## config.mk

```make
export PLATFORM = sky130hd
export DESIGN_NAME = axi_chan_slice
export DESIGN_NICKNAME = d
export VERILOG_FILES = /design/src/rtl/axi_chan_slice.sv
export SDC_FILE = /design/constraint.sdc
export NUM_CORES = 1
export LEC_CHECK = 0
export ABC_AREA = 1
export CELL_PAD_IN_SITES_DETAIL_PLACEMENT = 1
export CELL_PAD_IN_SITES_GLOBAL_PLACEMENT = 1
export CORE_AREA = 4 4 501 503
export DETAILED_ROUTE_END_ITERATION = 8
export DIE_AREA = 0 0 505 507
export PLACE_DENSITY_LB_ADDON = 0.1
export SYNTH_ARGS = -nofsm -noshare
export SYNTH_HDL_FRONTEND = slang
export SYNTH_SLANG_ARGS = --single-unit
export TNS_END_PERCENT = 10
```

## constraint.sdc

```tcl
create_clock -name axi_aclk -period 11.21 [get_ports axi_aclk]
set_clock_uncertainty 0.2 [all_clocks]
set_input_delay 1.6815 -clock axi_aclk [delete_from_list [all_inputs] [get_ports axi_aclk]]
set_output_delay 1.6815 -clock axi_aclk [all_outputs]
set_load 0.05 [all_outputs]
```

## src/rtl/axi_chan_slice.sv

```systemverilog
// Multi-channel valid/ready register slice for AXI channel timing closure.
// Each lane is independently a bypass, a forward register or a full skid buffer.
module axi_chan_slice #(
  parameter int NUM_CH = 5,
  parameter int DATA_W = 128,
  parameter logic [2*NUM_CH-1:0] MODE = {NUM_CH{2'd2}}
) (
  input  logic                     axi_aclk,
  input  logic                     axi_areset,
  input  logic [NUM_CH-1:0]        s_valid,
  output logic [NUM_CH-1:0]        s_ready,
  input  logic [NUM_CH*DATA_W-1:0] s_data,
  output logic [NUM_CH-1:0]        m_valid,
  input  logic [NUM_CH-1:0]        m_ready,
  output logic [NUM_CH*DATA_W-1:0] m_data,
  output logic [NUM_CH-1:0]        busy
);

  if (NUM_CH < 1 || DATA_W < 1) begin : g_bad_param
    $error("axi_chan_slice: NUM_CH and DATA_W must be >= 1");
  end

  for (genvar i = 0; i < NUM_CH; i++) begin : g_ch
    localparam logic [1:0] CM = MODE[2*i+1:2*i];

    logic [DATA_W-1:0] sd;
    assign sd = s_data[i*DATA_W +: DATA_W];

    if (CM == 2'd0) begin : g_byp
      assign m_valid[i] = s_valid[i];
      assign s_ready[i] = m_ready[i];
      assign m_data[i*DATA_W +: DATA_W] = sd;
      assign busy[i] = 1'b0;

    end else if (CM == 2'd1) begin : g_fwd
      logic              vld;
      logic [DATA_W-1:0] dat;
      logic              ld;

      // the single slot can take a new beat when empty or draining
      assign ld = ~vld | m_ready[i];

      // output slot: valid follows upstream whenever the slot advances
      always_ff @(posedge axi_aclk) begin
        if (axi_areset) begin
          vld <= 1'b0;
        end else if (ld) begin
          vld <= s_valid[i];
          if (s_valid[i]) dat <= sd;
        end
      end

      assign s_ready[i] = ~axi_areset & ld;
      assign m_valid[i] = vld;
      assign m_data[i*DATA_W +: DATA_W] = dat;
      assign busy[i] = vld;

    end else begin : g_skid
      typedef enum logic [1:0] {
        EMPTY = 2'd0,
        ONE   = 2'd1,
        TWO   = 2'd2
      } st_t;

      st_t               st;
      logic              vld;
      logic              rdy;
      logic [DATA_W-1:0] main_q;
      logic [DATA_W-1:0] skid_q;
      logic              sx;
      logic              mx;

      assign sx = s_valid[i] & rdy;
      assign mx = vld & m_ready[i];

      // occupancy FSM; ready and valid are registered so no m_ready->s_ready path
      always_ff @(posedge axi_aclk) begin
        if (axi_areset) begin
          st  <= EMPTY;
          vld <= 1'b0;
          rdy <= 1'b0;
        end else begin
          unique case (st)
            EMPTY: begin
              rdy <= 1'b1;
              if (sx) begin
                st     <= ONE;
                vld    <= 1'b1;
                main_q <= sd;
              end
            end
            ONE: begin
              if (sx & mx) begin
                main_q <= sd;
              end else if (mx) begin
                st  <= EMPTY;
                vld <= 1'b0;
              end else if (sx) begin
                st     <= TWO;
                rdy    <= 1'b0;
                skid_q <= sd;
              end
            end
            TWO: begin
              if (mx) begin
                st     <= ONE;
                rdy    <= 1'b1;
                main_q <= skid_q;
              end
            end
            default: begin
              st  <= EMPTY;
              vld <= 1'b0;
              rdy <= 1'b1;
            end
          endcase
        end
      end

      assign s_ready[i] = rdy;
      assign m_valid[i] = vld;
      assign m_data[i*DATA_W +: DATA_W] = main_q;
      assign busy[i] = (st != EMPTY);
    end
  end

endmodule

```

==> results.md <==
- Mapped Nets: 4184
- Layout fillers: ~27000
- F_max: 232 MHz
- Unrepaired setup endpoints after global routing: false
- Setup CP Type: flop to output port
- Final setup viols: 0
- Static Leak: between 20 and 30 nW
- Vias per Instance: between 3 and 4
- CTS Buffer Depth: 3
- Vias: ~32000
- Die X-Extent: around 510 um
- Post-route setup TNS: 0 ns
- TritonCTS clock tree: done
- Max-slew violations: 0
- Area Growth Syn to Fin: 46.0%
- Sequential share of power: a little under half
- DR pass1 iterations: 6
- Max_cap viols: 0
- Minimum clock period: approximately 4.3 ns
- Starting Density: 19.4%
- Warnings, synthesis: 0
- TritonCTS Sinks: 1300
- Layout cells sized above 1: around 5.3%
- Asr flop ratio synth: 0%
- DRC errors left: 0
- Total internal power: about 9 mW
- Wire length per cell: about 25 um
- Fin util: between 20 and 30%
- # hold bufs at CTS: 0
- Clk pwr share: a little over two fifths
- Setup Fix Bufs, Post-CTS: 0
- Cell variety after synth: 27
- Iteration-0 DRC Markers: 1977
- Pin slew with the least headroom to its limit: 1.16 ns
- Vias in the first global route: 33100
- Pin count of the biggest net entering global routing: 130
- Cell Area, Synth: between 40000 and 50000 um2
- Post-Syn Instances: around 3500
- Hold Crit Class: flop to flop
- Max_slew headroom: 22.9%
- Post-synth EDFFs: between 1000 and 1500
- Root Driver: clkbuf_16
- Final HPWL DP: around 140 mm
- Clk slew on worst S/H paths: about 0.06 ns
- PD cells: approximately 180 nW/um2
- Fin nets: around 5500
- Seq/Total Area, Yosys: between 80 and 90%
- Grt total ovfl: 0
- Total die area: around 260000 um2
- First-pass GRT wire length: 275 mm
- Wirelength, routed: 204 mm
- Total power: between 10 and 15 mW
- Final hold violations: 0
- Comb power frac: approximately 12%
- Clk_lat worst skew: approximately 0.77 ns
- CTS resizes: 0
- Total Routing Usage GR: between 15 and 20%
- Worst EP required: approximately 9.3 ns
- Port Buffers: about 1300
- Hold Slack: approximately 0.28 ns
- Status: complete, no violations
- Post-synth top flop: edfxtp_1
- CP arrival: about 2.4 ns
- Initial antenna violation count: 140
- NetSw: between 3 and 4 mW
- # rows: approximately 180
- CP Max Fanout: 4
- Worst vdd ir: roughly 0.12 mV
- Switching Share: between 20% and 30%
- H-Tree Depth: 4
- Post-DRT Antenna Nets: 0
- Io pins: between 1000 and 1500
- CP Capture Type: output port
- Crit path launch type: flop
- Die height: between 500 and 600 um
- Post-route clock period utilization: around two fifths
- Average cell area after synthesis: roughly 13 um2
- Num CTS Buffers: roughly 170
- GP Congestion: 0.785
- Yosys reg bits: 1300
- Core ar.: between 200000 and 250000 um2
==> state kept, by name (all words and copies together) (netlist names) <==
name and flops:
g_ch.g_skid.main_q 640, g_ch.g_skid.rdy 5, g_ch.g_skid.skid_q 640, g_ch.g_skid.st 10
g_ch.g_skid.vld 5
==> final timing paths <==
check                             from                   endpoint  slack (ns)  depth (start not counted)
setup / recovery  g_ch[2].g_skid.st[0]                    busy[2]        6.91                          3
hold / removal      g_ch[0].g_skid.vld         g_ch[0].g_skid.vld        0.28                          2
setup reg to reg    g_ch[1].g_skid.vld  g_ch[1].g_skid.main_q[32]        7.99                          6
hold reg to reg     g_ch[0].g_skid.vld         g_ch[0].g_skid.vld        0.28                          2
==> worst max-delay path, cell delays in order, from the launching register on <==
cell and delay [ns]:
dfxtp_1 0.42, nor2_1 0.08, inv_1 0.08, clkdlybuf4s50_1 1.04
==> routing by layer <==
layer	GRT usage [%]	vias up	wire length, um
met5	0	-	745
li1	-	14800	-
met1	16.0	15300	74400
met2	24.9	1178	96400
met3	9.02	426	24400
met4	6.59	112	7970
==> cell usage after synthesis, types with 2 or more instances <==
cell | number | area, um2
buf_4 | 40 | 300
o21bai_1 | 2 | 15.0
nor2_2 | 4 | 25.0
nand2_1 | 1975 | 7410
dfxtp_1 | 20 | 400
nor2_1 | 20 | 75.1
buf_2 | 105 | 526
inv_1 | 29 | 109
o21ai_0 | 8 | 40.0
buf_6 | 2 | 22.5
o211ai_1 | 2 | 15.0
a21oi_1 | 19 | 95.1
nand3_1 | 8 | 40.0
edfxtp_1 | 1280 | 38400
inv_2 | 2 | 7.51
buf_1 | 4 | 15.0
o22ai_1 | 2 | 12.5
==> per-stage QoR <==
stage / instance area, um2 / std cells / setup WS [ns]
floorplan: 47600 / 3532 / 2.11
global placement: 64300 / 7934 / 6.00
detailed placement: 64300 / 7934 / 6.07
CTS: 69400 / 8231 / 6.67
global route: 69400 / 8255 / 6.70
finish: 69500 / 8279 / 6.91
==> power by group through the flow <==
stage / logic (mW) / clock network (mW) / registers, mW
final: 1.51 / 5.11 / 5.65
after global routing: 1.62 / 5.51 / 5.66
after CTS: 1.56 / 5.34 / 5.65
after detailed placement: 1.55 / 0 / 5.75
after global placement: 1.55 / 0 / 5.75
after floorplan: 0.295 / 0 / 6.25
==> final cells by class <==
class / instances / area [um2] / area share (%)
diodes: 48 / 120 / 0.173
clock inverters: 81 / 693 / 0.997
inverters: 32 / 135 / 0.194
well taps: 3220 / 4030 / 5.80
multi-input cells: 2048 / 7900 / 11.4
flip-flops and latches: 1300 / 38800 / 55.9
clock buffers: 216 / 4380 / 6.31
repair buffers: 1334 / 13400 / 19.3
==> cell families (layout without fill, tap and decap cells) <==
logic type | Yosys count | after routing | share of synthesized area, %
buffers and inverters | 184 | 1663 | 2.07
AOI/OAI and AO/OA | 37 | 37 | 0.434
other | 0 | 48 | 0
DFF | 1300 | 1300 | 81.6
and+or+nand+nor | 2011 | 2011 | 15.9
==> placed cells by master, fill, tap and decap left out, types with 6 or more instances in the layout <==
| cell | count |
|---|---|
| nand2_1 | 1975 |
| clkdlybuf4s50_1 | 1305 |
| edfxtp_1 | 1280 |
| clkbuf_16 | 168 |
| diode_2 | 48 |
| clkbuf_1 | 48 |
| clkinv_1 | 32 |
| clkinv_2 | 26 |
| inv_1 | 25 |
| dfxtp_1 | 20 |
| buf_4 | 18 |
| a21oi_1 | 17 |
| nor2_1 | 13 |
| nor2_4 | 12 |
| buf_12 | 10 |
| o21ai_0 | 8 |
| nand3_1 | 8 |
| bufinv_16 | 6 |
No activity file was read; power rests on OpenSTA's default activity.
